===== config.mk =====
export PLATFORM = sky130hd
export DESIGN_NAME = sorted_ram_writer
export DESIGN_NICKNAME = d
export VERILOG_FILES = /design/src/rtl/sorted_ram_writer.sv
export SDC_FILE = /design/constraint.sdc
export NUM_CORES = 1
export LEC_CHECK = 0
export BUFFER_PORTS_ARGS = -buffer_cell sky130_fd_sc_hd__buf_2
export CAP_MARGIN = 20
export CELL_PAD_IN_SITES_DETAIL_PLACEMENT = 2
export CELL_PAD_IN_SITES_GLOBAL_PLACEMENT = 2
export CORE_ASPECT_RATIO = 1.75
export CORE_MARGIN = 2
export CORE_UTILIZATION = 30
export CTS_CLUSTER_DIAMETER = 50
export DETAILED_ROUTE_END_ITERATION = 10
export GPL_TIMING_DRIVEN = 0
export PLACE_DENSITY_LB_ADDON = 0.1
export SKIP_CTS_REPAIR_TIMING = 1
export SLEW_MARGIN = 30
export SYNTH_ARGS = -nofsm -noshare
export SYNTH_HDL_FRONTEND = slang
export SYNTH_SLANG_ARGS = --single-unit

===== constraint.sdc =====
create_clock -name clk -period 3.4 [get_ports clk]
set_clock_uncertainty 0.1 [all_clocks]
set_input_delay 0.68 -clock clk [delete_from_list [all_inputs] [get_ports clk]]
set_output_delay 0.68 -clock clk [all_outputs]
set_load 0.05 [all_outputs]

===== src/rtl/sorted_ram_writer.sv =====
// Writer side of the 32x8 search RAM: inserts one byte per start edge while keeping
// entries 0..count-1 in non-decreasing order, using a shift-up insertion scan from the top.
module sorted_ram_writer #(
  parameter int DATA_W = 8,
  parameter int ADDR_W = 5,
  parameter int DEPTH  = 32
) (
  input  logic              clk,
  input  logic              reset,
  input  logic              start,
  input  logic [DATA_W-1:0] data_in,
  input  logic [DATA_W-1:0] ram_q,
  output logic [ADDR_W-1:0] ram_addr,
  output logic [DATA_W-1:0] ram_data,
  output logic              ram_wren,
  output logic              busy,
  output logic              done,
  output logic              rejected,
  output logic [ADDR_W:0]   count
);

  typedef enum logic [2:0] {IDLE, READ, WAIT, CMP, PLACE, DONE} state_t;

  localparam logic [ADDR_W:0] FULL_COUNT = (ADDR_W+1)'(DEPTH);

  state_t              state_reg, state_next;
  logic                start_q_reg;
  logic                rejected_reg;
  logic [DATA_W-1:0]   v_reg;
  logic [ADDR_W-1:0]   i_reg;
  logic [ADDR_W-1:0]   pos_reg;
  logic [ADDR_W:0]     count_reg;
  logic                start_edge;
  logic                is_full;
  logic                is_empty;
  logic                shift;

  assign start_edge = start & ~start_q_reg;
  assign is_full    = (count_reg == FULL_COUNT);
  assign is_empty   = (count_reg == '0);
  // Strictly greater: equal entries stay below the new one, so insertion is stable.
  assign shift      = (ram_q > v_reg);

  always_ff @(posedge clk) begin
    if (reset) state_reg <= IDLE;
    else       state_reg <= state_next;
  end

  always_ff @(posedge clk) begin
    if (reset) begin
      start_q_reg  <= 1'b0;
      rejected_reg <= 1'b0;
      v_reg        <= '0;
      i_reg        <= '0;
      pos_reg      <= '0;
      count_reg    <= '0;
    end else begin
      start_q_reg  <= start;
      rejected_reg <= (state_reg == IDLE) && start_edge && is_full;
      case (state_reg)
        IDLE: begin
          if (start_edge && !is_full) begin
            v_reg <= data_in;
            if (is_empty) pos_reg <= '0;
            else          i_reg   <= ADDR_W'(count_reg - 1'b1);
          end
        end
        CMP: begin
          if (shift) begin
            if (i_reg == '0) pos_reg <= '0;
            else             i_reg   <= i_reg - 1'b1;
          end else begin
            pos_reg <= i_reg + 1'b1;
          end
        end
        PLACE:   count_reg <= count_reg + 1'b1;
        default: ;
      endcase
    end
  end

  always_comb begin
    state_next = state_reg;
    case (state_reg)
      IDLE: begin
        if (start_edge && !is_full) state_next = is_empty ? PLACE : READ;
      end
      READ:  state_next = WAIT;
      WAIT:  state_next = CMP;
      CMP: begin
        if (shift && (i_reg != '0)) state_next = READ;
        else                        state_next = PLACE;
      end
      PLACE:   state_next = DONE;
      DONE:    state_next = IDLE;
      default: state_next = IDLE;
    endcase
  end

  always_comb begin
    ram_addr = '0;
    ram_data = '0;
    ram_wren = 1'b0;
    case (state_reg)
      READ, WAIT: ram_addr = i_reg;
      CMP: begin
        ram_addr = i_reg;
        if (shift) begin
          ram_addr = i_reg + 1'b1;
          ram_data = ram_q;
          ram_wren = 1'b1;
        end
      end
      PLACE: begin
        ram_addr = pos_reg;
        ram_data = v_reg;
        ram_wren = 1'b1;
      end
      default: ;
    endcase
  end

  assign busy     = (state_reg == READ) || (state_reg == WAIT) ||
                    (state_reg == CMP)  || (state_reg == PLACE);
  assign done     = (state_reg == DONE);
  assign rejected = rejected_reg;
  assign count    = count_reg;

endmodule


# Yosys cells after proc, flatten, opt, wreduce, memory -nomap -nowiden
# Index checks and enable logic that the tools add are counted.
# op_classes
n_addsub	4
magnitude_cmp	1
n_eq_ne	12
muxes	20
bitwise_logic	2
reduce_logical	17
# ops
cell	count
$mux W5	9
$pmux W5 S2	2
$pmux W8 S2	1
$pmux W3 S5	1
$pmux W5 S3	1
$sub A5 B1 Y5 const B	2
$mux W3	3
$gt A8 B8 Y1	1
$mux W8	1
$ne A2 B2 Y1 const B	4
$add A6 B1 Y6 const B	1
$eq A3 B2 Y1 const B	2
$eq A3 B3 Y1 const B	2
$eq A6 B6 Y1 const B	1
$logic_not A6 Y1	1
$add A5 B1 Y5 const B	1
$logic_not A5 Y1	1
$reduce_and A5 Y1	1
$reduce_bool A5 Y1	1
$logic_and A1 B1 Y1	4
$reduce_and A4 Y1	1
$eq A3 B1 Y1 const B	1
$logic_not A3 Y1	1
$logic_or A1 B1 Y1	3
other kinds (10)	10
# totals
reg_bits	29
input_bits	19
output_inout_bits	23

# Longest topological paths before layout
# Gate-level depths: netlist (run 1).
# logic_depth
word_depth	5
depth_mapped	11
mapped_depth_nobuf	11

# Least setup slack after synthesis (run 1)
# OpenSTA, ideal clock, no wires.
# synth_path
path_kind	input-to-output
startpoint	input ram_q[1]
endpoint	output ram_addr[0]
arrival_time_ns	3.054
required_time_ns	2.620
setup_slack_ns	-0.434
cell_stages	10
n_path_buf	0
cell_sequence	ha_1 > nor2b_1 > o211ai_2 > a21oi_1 > o21ai_1 > ha_1 > nand2_1 > o21ai_0 > a21oi_1 > o21ai_0
# synth_between
elab_chain_len	3
# synth_lines
item	line	text
from (decl)	12	input logic [DATA_W-1:0] ram_q,
$gt A8 B8 Y1	42	assign shift = (ram_q > v_reg);
$mux W5	108	if (shift) begin
$pmux W5 S3	104	case (state_reg)
to (decl)	13	output logic [ADDR_W-1:0] ram_addr,
# No other way between the ends.

# Final worst setup path (run 1)
# layout_path
startpoint	input ram_q[1]
endpoint	output ram_data[3]
# layout_between
elab_chain_len	3
# layout_lines
item	line	text
$gt A8 B8 Y1	42	
$mux W8	108	
$pmux W8 S2	104	
to (decl)	14	output logic [DATA_W-1:0] ram_data,
# No other way between the ends.

==> flow_summary_export.csv, run 1 <==
group,metric,value,unit
outcome,outcome,"complete, no violations",
setup_path,critPathKind,"input port to output port",
final_layout,final_common_cell,"buf_2",
global_route,antenna_found_initial,0,
synthesis,synth_nets,276,
timing,relSlewSlack,54.5,%
floorplan,dieArea,7410,um^2
synthesis,synthArstFlopShare,0,%
timing,hold_viol_final,0,
cts,clk_latency,0.28,ns
synthesis,ys_ff_latch,29,
final_layout,area_growth,28.7,%
floorplan,ioPinCount,42,
cts,clock-root-buffer,"clkbuf_16",
placement,place_area,2320,um^2
drt,vias,1982,
drt,avgViaCountPerCell,5.24,
hold_path,min_path_type,"flip-flop to flip-flop",
synthesis,ys.flop_type,"dfxtp_1",
hold_path,hold_depth,1,
synthesis,yosysUniqueCellTypes,55,
cts,path_clk_slew,0.06,ns
synthesis,netlist_area,2010,um^2
global_route,globalRouteMet2Util,37.0,%
synthesis,synth_cells,243,
job,cap_viol_max_count,0,
floorplan,dieWidth,65.9,um
setup_path,start_kind,"input port",
placement,place_hpwl,5090,um
global_route,grt_pass1_wl,10900,um
placement,place_congestion,0.849,
drt,drt_pre_antenna_iters,4,
global_route,gr-max-usage-layer,"met2",
drt,drt_iter0_markers,65,
timing,max_slew.worst_pin.slew,0.682,ns
timing,drv_slew,0,
setup_path,worst-path-max-fanout,10,
setup_path,critPathCaptureType,"output port",
setup_path,worstPathRequired,2.62,ns
final_layout,insertedDiodeCount,0,
drt,antenna_left,0,
cts,cts_tree,"done",
floorplan,rows,39,
synthesis,syn_avg_cell_area,8.28,um^2
power,ir_worst_vdd,0.000269,V
setup_path,reg2reg_depth,11,
floorplan,initial_core_util,31.0,%
synthesis,yosys_warnings,0,
timing,setup_viol,0,
drt,drc_errors,0,
global_route,grt_use_met1,21.2,%
placement,numPortBuffers,40,
cts,numCtsBuffers,5,
floorplan,die_y,112,um
timing,period_minus_slack,3.30,ns
cts,clockBufferDepth,2,
final_layout,drive_above_1_share,29.1,%
power,p_leak,0.00113,uW
final_layout,final_nets,328,
global_route,grt_pass1_vias,2116,
final_layout,final_cell_area,2590,um^2
final_layout,largest_reg_flops,8,
drt,wl_per_cell,18.1,um
global_route,overflow,0,
final_layout,layout_common_cells,"buf_2 (31), dfxtp_1 (29), nand2_1 (25)",
timing,fmax,303,MHz
power,power_density,783,nW/um^2
power,total_power,2030,uW
setup_path,arrival,2.52,ns
global_route,grt_max_degree,11,
cts,h-tree-depth,2,
drt,routed_wl,6850,um
global_route,grtUsageMet3,2.20,%
floorplan,core,6490,um^2
synthesis,seq_area_frac_synth,28.8,%
cts,clock_sinks,29,
global_route,grtUsageTotal,19.6,%
synthesis,synth-edff-count,0,
timing,fin_crit_sh,97.1,%
[worst paths after layout]
path | start | slack [ns] | to
hold / removal | pos_reg[2]$_SDFFE_PP0P_ | 0.38 | pos_reg[2]$_SDFFE_PP0P_
setup / recovery | ram_q[1] | 0.1 | ram_data[3]
setup reg to reg | state_reg[2]$_SDFFE_PP0P_ | 0.71 | i_reg[4]$_SDFFE_PP0P_
hold reg to reg | pos_reg[2]$_SDFFE_PP0P_ | 0.38 | pos_reg[2]$_SDFFE_PP0P_
[power by group]
part           switching, uW  internal [uW]
sequential              66.3            405
combinational            692            388
clock                    167            310
total                    926           1100
[per-layer routing]
| metal | vias up | part of all wire [%] |
|---|---|---|
| li1 | 964 | - |
| met1 | 972 | 37 |
| met2 | 35 | 58 |
| met3 | 11 | 2.3 |
| met4 | 0 | 2.3 |
| met5 | - | 0 |
[critical path, cell delays in order]
cell      delay (ns)
buf_2           0.12
ha_4            0.25
nor2b_2         0.14
o211ai_2        0.13
a2111o_1        0.50
nand2_2         0.14
buf_8           0.15
nand2_1         0.06
o21ai_0         0.07
clkbuf_4        0.26
[stage by stage]
step	util (%)	instances	setup TNS, ns	setup slack [ns]	hold slack (ns)
final	39.9	378	0	0.100	0.381
after global routing	39.9	378	-0.0346	-0.0235	0.409
after CTS	38.2	373	-1.15	-0.308	0.387
after detailed placement	35.7	365	-0.626	-0.282	0.374
after global placement	35.7	365	-0.483	-0.237	0.362
after floorplan	-	243	0	0.158	0.349
[cells in the mapped netlist, types with 2 or more instances]
cell | n | area (um^2)
nor3_1 | 2 | 10.0
xor2_1 | 4 | 35.0
nor3_2 | 2 | 20.0
dfxtp_1 | 29 | 581
xnor2_1 | 4 | 35.0
nor2b_1 | 5 | 31.3
a31oi_1 | 2 | 12.5
a21oi_1 | 19 | 95.1
o21ai_0 | 8 | 40.0
nor2_1 | 23 | 86.3
nand3_1 | 8 | 40.0
o21ai_1 | 11 | 55.1
a21o_1 | 3 | 22.5
buf_6 | 2 | 22.5
nand2_1 | 26 | 97.6
buf_4 | 3 | 22.5
o31ai_1 | 2 | 15.0
clkbuf_1 | 7 | 26.3
or2_2 | 2 | 12.5
mux2i_1 | 9 | 90.1
nand4_1 | 3 | 18.8
inv_1 | 14 | 52.6
ha_1 | 14 | 175
a22o_1 | 8 | 70.1
nand2b_1 | 2 | 12.5
nand3b_1 | 2 | 15.0
[logic make-up after synthesis]
family	Yosys count	share of synthesized area (%)
adder cells (fa/ha/maj)	14	8.70
multiplexers	10	5.22
AO/OA/AOI/OAI	67	23.8
buffers and inverters	28	6.59
flip-flops	29	28.8
AND/OR/NAND/NOR	87	23.4
XOR/XNOR	8	3.48
[area by class of cell]
class | instances | area, um^2
Inverter | 14 | 52.6
Sequential cell | 29 | 581
Multi-Input combinational cell | 186 | 1340
Tap cell | 82 | 103
Clock inverter | 1 | 5.00
Timing Repair Buffer | 45 | 270
Buffer | 14 | 87.6
Fill cell | 773 | 3900
Clock buffer | 7 | 153
No activity file was read; power rests on OpenSTA's default activity.
==> inputs of run 2 (changes only) <==
--- a/config.mk
+++ b/config.mk
@@ -12,6 +12,7 @@
 export CORE_ASPECT_RATIO = 1.75
 export CORE_MARGIN = 2
 export CORE_UTILIZATION = 30
+export CTS_BUF_LIST = sky130_fd_sc_hd__clkbuf_8
 export CTS_CLUSTER_DIAMETER = 50
 export DETAILED_ROUTE_END_ITERATION = 10
 export GPL_TIMING_DRIVEN = 0
==> constraint.sdc (replaced) <==
create_clock -name clk -period 3 [get_ports clk]
set_clock_uncertainty 0.1 [all_clocks]
set_input_delay 0.6 -clock clk [delete_from_list [all_inputs] [get_ports clk]]
set_output_delay 0.6 -clock clk [all_outputs]
set_load 0.1 [all_outputs]
==> run 2 against run 1 <==
Setup slack worse by 0.19 ns. Clock-buffer cell count down 2. The run now ends with setup timing left. Worst hold slack better by 0.0096 ns. Largest cell class unchanged. Critical path type unchanged. Largest power group unchanged. Critical path depth up 2.
==> flow_summary_export.csv, run 2 (same netlist as run 1, synthesis figures left out) <==
group,metric,value,unit
timing,max_slew.worst_pin.slew,0.838,ns
global_route,antenna_found_initial,0,
power,p_leak,0.00120,uW
timing,hold_viol_final,0,
timing,fin_hold_ws,0.391,ns
outcome,outcome,"finished with violations",
placement,numPortBuffers,40,
power,p_int,1160,uW
drt,routed_wl,7190,um
floorplan,initial_core_util,31.0,%
timing,setup_total_negative_slack,-0.507,ns
drt,drt_pre_antenna_iters,4,
final_layout,fin_cells,381,
floorplan,rows,39,
timing,setup_slack,-0.0940,ns
setup_path,worstPathRequired,2.30,ns
timing,period_minus_slack,3.09,ns
final_layout,largest_reg_flops,8,
power,sequentialPowerShare,21.7,%
final_layout,drive_above_1_share,41.1,%
placement,dp_slack,-0.528,ns
power,power_density,839,nW/um^2
setup_path,regToRegSetupSlack,0.39,ns
setup_path,critPathCaptureType,"output port",
power,power.clock.fraction,13.6,%
timing,setup_viol,10,
outcome,violations,"setup timing",
cts,clockBufferDepth,2,
setup_path,worst-path-max-fanout,4,
floorplan,die_y,112,um
cts,path_clk_slew,0.07,ns
cts,numCtsBuffers,5,
timing,rsz0062_at_grt,"true",
final_layout,area_growth,44.1,%
timing,fin_crit_sh,103,%
timing,relSlewSlack,44.0,%
timing,drv_slew,0,
floorplan,dieArea,7410,um^2
final_layout,final_nets,331,
setup_path,critPathKind,"input port to output port",
final_layout,layout_common_cells,"buf_2 (26), dfxtp_1 (25), nor2_1 (23)",
global_route,grtUsageTotal,19.3,%
power,ir_worst_vdd,0.000396,V
drt,antenna_left,0,
final_layout,final_common_cell,"buf_2",
cts,clock_sinks,29,
drt,vias,2023,
timing,fmax,323,MHz
cts,cts_tree,"done",
setup_path,arrival,2.39,ns
hold_path,min_path_type,"flip-flop to flip-flop",
floorplan,core,6490,um^2
drt,drt_iter0_markers,53,
placement,place_hpwl,5110,um
drt,avgViaCountPerCell,5.31,
global_route,overflow,0,
drt,drc_errors,0,
power,switching_share,52.3,%
drt,wl_per_cell,18.9,um
floorplan,ioPinCount,42,
global_route,grt_max_degree,11,
global_route,grt_pass1_vias,2156,
job,cap_viol_max_count,0,
power,combPwrFrac,64.7,%
power,netSwitchingPower,1270,uW
floorplan,dieWidth,65.9,um
cts,clk_latency,0.29,ns
placement,place_area,2360,um^2
final_layout,insertedDiodeCount,0,
cts,h-tree-depth,2,
final_layout,final_cell_area,2900,um^2
placement,place_congestion,0.749,
setup_path,start_kind,"input port",
global_route,grt_pass1_wl,10800,um
placement,placed_cells,365,
cts,clock-root-buffer,"clkbuf_8",
[run 2: cell count changes in the layout (fill, tap and decap cells not counted), sizes merged]
cell / delta
buf: +6
clkbuf: -5
clkinv: +1
clkinvlp: +1
[run 2: worst paths after layout]
path                             start                      end  cells after the start
max                           ram_q[1]              ram_addr[0]                     12
max reg2reg  state_reg[2]$_SDFFE_PP0P_    i_reg[4]$_SDFFE_PP0P_                     10
min reg2reg    pos_reg[2]$_SDFFE_PP0P_  pos_reg[2]$_SDFFE_PP0P_                      1
min            pos_reg[2]$_SDFFE_PP0P_  pos_reg[2]$_SDFFE_PP0P_                      1
[run 2: critical path, stage by stage]
cell	delay, ns
buf_6	0.10
ha_4	0.21
nor2b_4	0.13
o211ai_4	0.21
a21oi_2	0.09
o21ai_2	0.23
ha_1	0.27
nand2_1	0.06
o21ai_1	0.06
a21oi_1	0.16
o21ai_2	0.10
buf_12	0.17
[run 2: metal layers]
metal / GRT usage (%) / vias up / wire (um)
met4: 7.36 / 0 / 167
met2: 37.1 / 38 / 4180
li1: - / 967 / -
met3: 3.51 / 11 / 207
met5: 0 / - / 0
met1: 19.5 / 1007 / 2630
[run 2: layout make-up]
cell class              instances  area, um^2
fillers                       725        3590
flip-flops and latches         29         586
plain buffers                  14        88.8
clock inverters                 3        17.5
multi-input cells             186        1500
inverters                      14        52.6
repair buffers                 48         482
clock buffers                   5        68.8
well taps                      82         103
[run 2: power groups by stage]
stage	clock network (uW)	registers, uW	logic [uW]
after global routing	363	539	1690
after floorplan	0	559	1060
after global placement	0	534	1360
after CTS	344	528	1390
final	331	529	1570
after detailed placement	0	536	1380
[run 2: metrics by stage]
stage	power, uW	utilization (%)
floorplan	1620	-
global placement	1900	36.3
detailed placement	1920	36.3
CTS	2260	37.6
global route	2590	44.7
finish	2430	44.7
==> inputs of run 3 (changes only) <==
--- a/config.mk
+++ b/config.mk
@@ -5,13 +5,14 @@
 export SDC_FILE = /design/constraint.sdc
 export NUM_CORES = 1
 export LEC_CHECK = 0
+export ABC_AREA = 1
 export BUFFER_PORTS_ARGS = -buffer_cell sky130_fd_sc_hd__buf_2
 export CAP_MARGIN = 20
 export CELL_PAD_IN_SITES_DETAIL_PLACEMENT = 2
 export CELL_PAD_IN_SITES_GLOBAL_PLACEMENT = 2
 export CORE_ASPECT_RATIO = 1.75
 export CORE_MARGIN = 2
-export CORE_UTILIZATION = 30
+export CORE_UTILIZATION = 27
 export CTS_BUF_LIST = sky130_fd_sc_hd__clkbuf_8
 export CTS_CLUSTER_DIAMETER = 50
 export DETAILED_ROUTE_END_ITERATION = 10
==> run 3 against run 2 <==
Power down 2.8%. Clock power down 6.0%. First-iteration DRC count down 55%. Setup slack better by 0.20 ns. Highest routed layer unchanged. Clock-buffer cell count unchanged. Combinational power down 6%. Synthesized cell count up 12%. The run now ends clean. Die area up 2.7%.
==> flow_summary_export.csv, run 3 <==
group,metric,value,unit
global_route,grt_use_met1,16.9,%
synthesis,synth-edff-count,0,
cts,cts_tree,"done",
placement,numPortBuffers,40,
timing,period_minus_slack,2.90,ns
placement,dp_slack,-0.498,ns
cts,numCtsBuffers,5,
power,p_leak,0.00113,uW
final_layout,final_nets,359,
global_route,grt_pass1_vias,2068,
synthesis,synth_most_common_cell,"nand2_1",
timing,relSlewSlack,55.0,%
global_route,globalRouteMet2Util,36.7,%
synthesis,synth_cells,273,
floorplan,core,6760,um^2
final_layout,insertedDiodeCount,0,
global_route,grt_pass1_wl,10100,um
setup_path,critPathLaunch,"ram_q[5]",
drt,avgViaCountPerCell,4.85,
drt,vias,1992,
placement,place_congestion,0.716,
timing,fmax,345,MHz
setup_path,worst-path-max-fanout,4,
setup_path,critPathCaptureType,"output port",
timing,drv_slew,0,
floorplan,die_y,114,um
drt,antenna_left,0,
final_layout,final_cell_area,2520,um^2
setup_path,timing.rr.end,"pos_reg[4]$_SDFFE_PP0P_",
timing,max_slew.worst_pin.slew,0.675,ns
floorplan,dieArea,7610,um^2
global_route,grtUsageTotal,18.1,%
global_route,overflow,0,
job,cap_viol_max_count,0,
power,ir_worst_vdd,0.000353,V
placement,place_area,2230,um^2
final_layout,multi_input_area,1220,um^2
cts,clk_latency,0.29,ns
floorplan,ioPinCount,42,
setup_path,reg2reg_depth,12,
final_layout,final_common_cell,"nand2_1",
timing,setup_viol,0,
synthesis,synthTopCellsByArea,"dfxtp_1 (31%), nand2_1 (11%), ha_1 (9.4%)",
outcome,outcome,"complete, no violations",
setup_path,critPathKind,"input port to output port",
setup_path,arrival,2.20,ns
setup_path,worstSetupEndpoint,"ram_addr[1]",
cts,path_clk_slew,0.06,ns
final_layout,nFillCells,853,
synthesis,yosysTopAreaCell,"dfxtp_1",
final_layout,seq_area,581,um^2
final_layout,drive_above_1_share,27.5,%
synthesis,seq_area_frac_synth,31.2,%
power,total_power,2360,uW
timing,fin_crit_sh,96.5,%
drt,wl_per_cell,15.4,um
cts,clock-root-buffer,"clkbuf_8",
final_layout,area_growth,35.5,%
final_layout,layout_common_cells,"nand2_1 (51), inv_1 (44), nor2_1 (29), dfxtp_1 (29), buf_2 (28)",
synthesis,synth_nets,306,
drt,routed_wl,6330,um
final_layout,postLayoutCoreUtil,37.4,%
power,power_density,937,nW/um^2
synthesis,synth_top_area_share,31.2,%
timing,setup_slack,0.104,ns
synthesis,yosys_warnings,0,
final_layout,largest_reg_flops,8,
global_route,grtUsageMet3,3.25,%
cts,clockBufferDepth,2,
floorplan,initial_core_util,27.6,%
cts,h-tree-depth,2,
timing,hold_viol_final,0,
synthesis,synthArstFlopShare,0,%
setup_path,regToRegSetupSlack,0.81,ns
global_route,gr-max-usage-layer,"met2",
global_route,grt_max_degree,11,
setup_path,worstPathRequired,2.30,ns
drt,drt_iter0_markers,24,
synthesis,ys_ff_latch,29,
hold_path,hold_start,"v_reg[6]$_SDFFE_PP0P_",
cts,clock_sinks,29,
timing,fin_hold_ws,0.401,ns
synthesis,netlist_area,1860,um^2
setup_path,r2r-start,"v_reg[5]$_SDFFE_PP0P_",
floorplan,rows,40,
placement,place_hpwl,4960,um
synthesis,syn_avg_cell_area,6.82,um^2
drt,drt_pre_antenna_iters,3,
drt,drc_errors,0,
floorplan,dieWidth,66.8,um
setup_path,start_kind,"input port",
synthesis,ys.flop_type,"dfxtp_1",
hold_path,min_path_type,"flip-flop to flip-flop",
synthesis,netlist_top_cells_count,"nand2_1 (56), inv_1 (42), nor2_1 (31)",
global_route,antenna_found_initial,0,
synthesis,yosysUniqueCellTypes,28,
-- run 3: cell count changes in the layout (fill, tap and decap cells not counted), sizes merged, moves of 8 or more --
cell,previous run,this run
nand3,9,18
mux2i,9,0
inv,14,45
nor2,23,33
nand2,27,57
a22o,8,0
o21ai,19,28
-- run 3: critical path: stages --
cell and delay (ns):
buf_2 0.11, ha_1 0.31, a21oi_2 0.12, nor2_1 0.05, nor2_2 0.12, nand2_2 0.10, nand2_2 0.10, nand2_2 0.08
buf_6 0.14, nand2_4 0.06, nand2_1 0.07, o221ai_2 0.07, buf_6 0.25
-- run 3: cell families after synthesis --
family	Yosys count	share of synthesized area (%)
buffers and inverters	51	10.9
adder cells (fa/ha/maj)	14	9.40
AO/OA/AOI/OAI	55	17.4
XOR/XNOR	6	2.82
AND/OR/NAND/NOR	118	28.3
flip-flops	29	31.2
-- run 3: per-layer routing --
layer / wire, um / vias to the layer above
met3: 163 / 6
met4: 107 / 0
met5: 0 / -
met1: 2220 / 968
met2: 3840 / 31
li1: - / 987
-- run 3: power breakdown --
group	total, uW	switching [uW]	internal (uW)
Sequential	580	80.2	500
Combinational	1470	1060	413
Clock	311	157	154
-- run 3: layout make-up --
class,count,share of cell area (%)
multi-input combinational,193,48.2
buffer,9,2.03
tap,84,4.16
sequential,29,23.0
clock inverter,3,0.446
timing repair buffer,46,13.1
inverter,42,6.35
clock buffer,5,2.73
-- run 3: through the flow --
step | std cells | setup TNS [ns]
final | 411 | 0
after global routing | 411 | -0.114
after CTS | 405 | -4.83
after detailed placement | 397 | -4.90
after global placement | 397 | -4.84
after floorplan | 273 | -1.03
-- run 3: worst min path at each step --
| stage | end | slack, ns | cells after the start |
|---|---|---|---|
| detailed placement | v_reg[7]$_SDFFE_PP0P_ | 0.39 | 2 |
| finish | v_reg[6]$_SDFFE_PP0P_ | 0.40 | 2 |
| global placement | v_reg[7]$_SDFFE_PP0P_ | 0.39 | 2 |
| floorplan | v_reg[7]$_SDFFE_PP0P_ | 0.35 | 2 |
| global route | v_reg[6]$_SDFFE_PP0P_ | 0.44 | 2 |
| CTS | v_reg[7]$_SDFFE_PP0P_ | 0.41 | 2 |
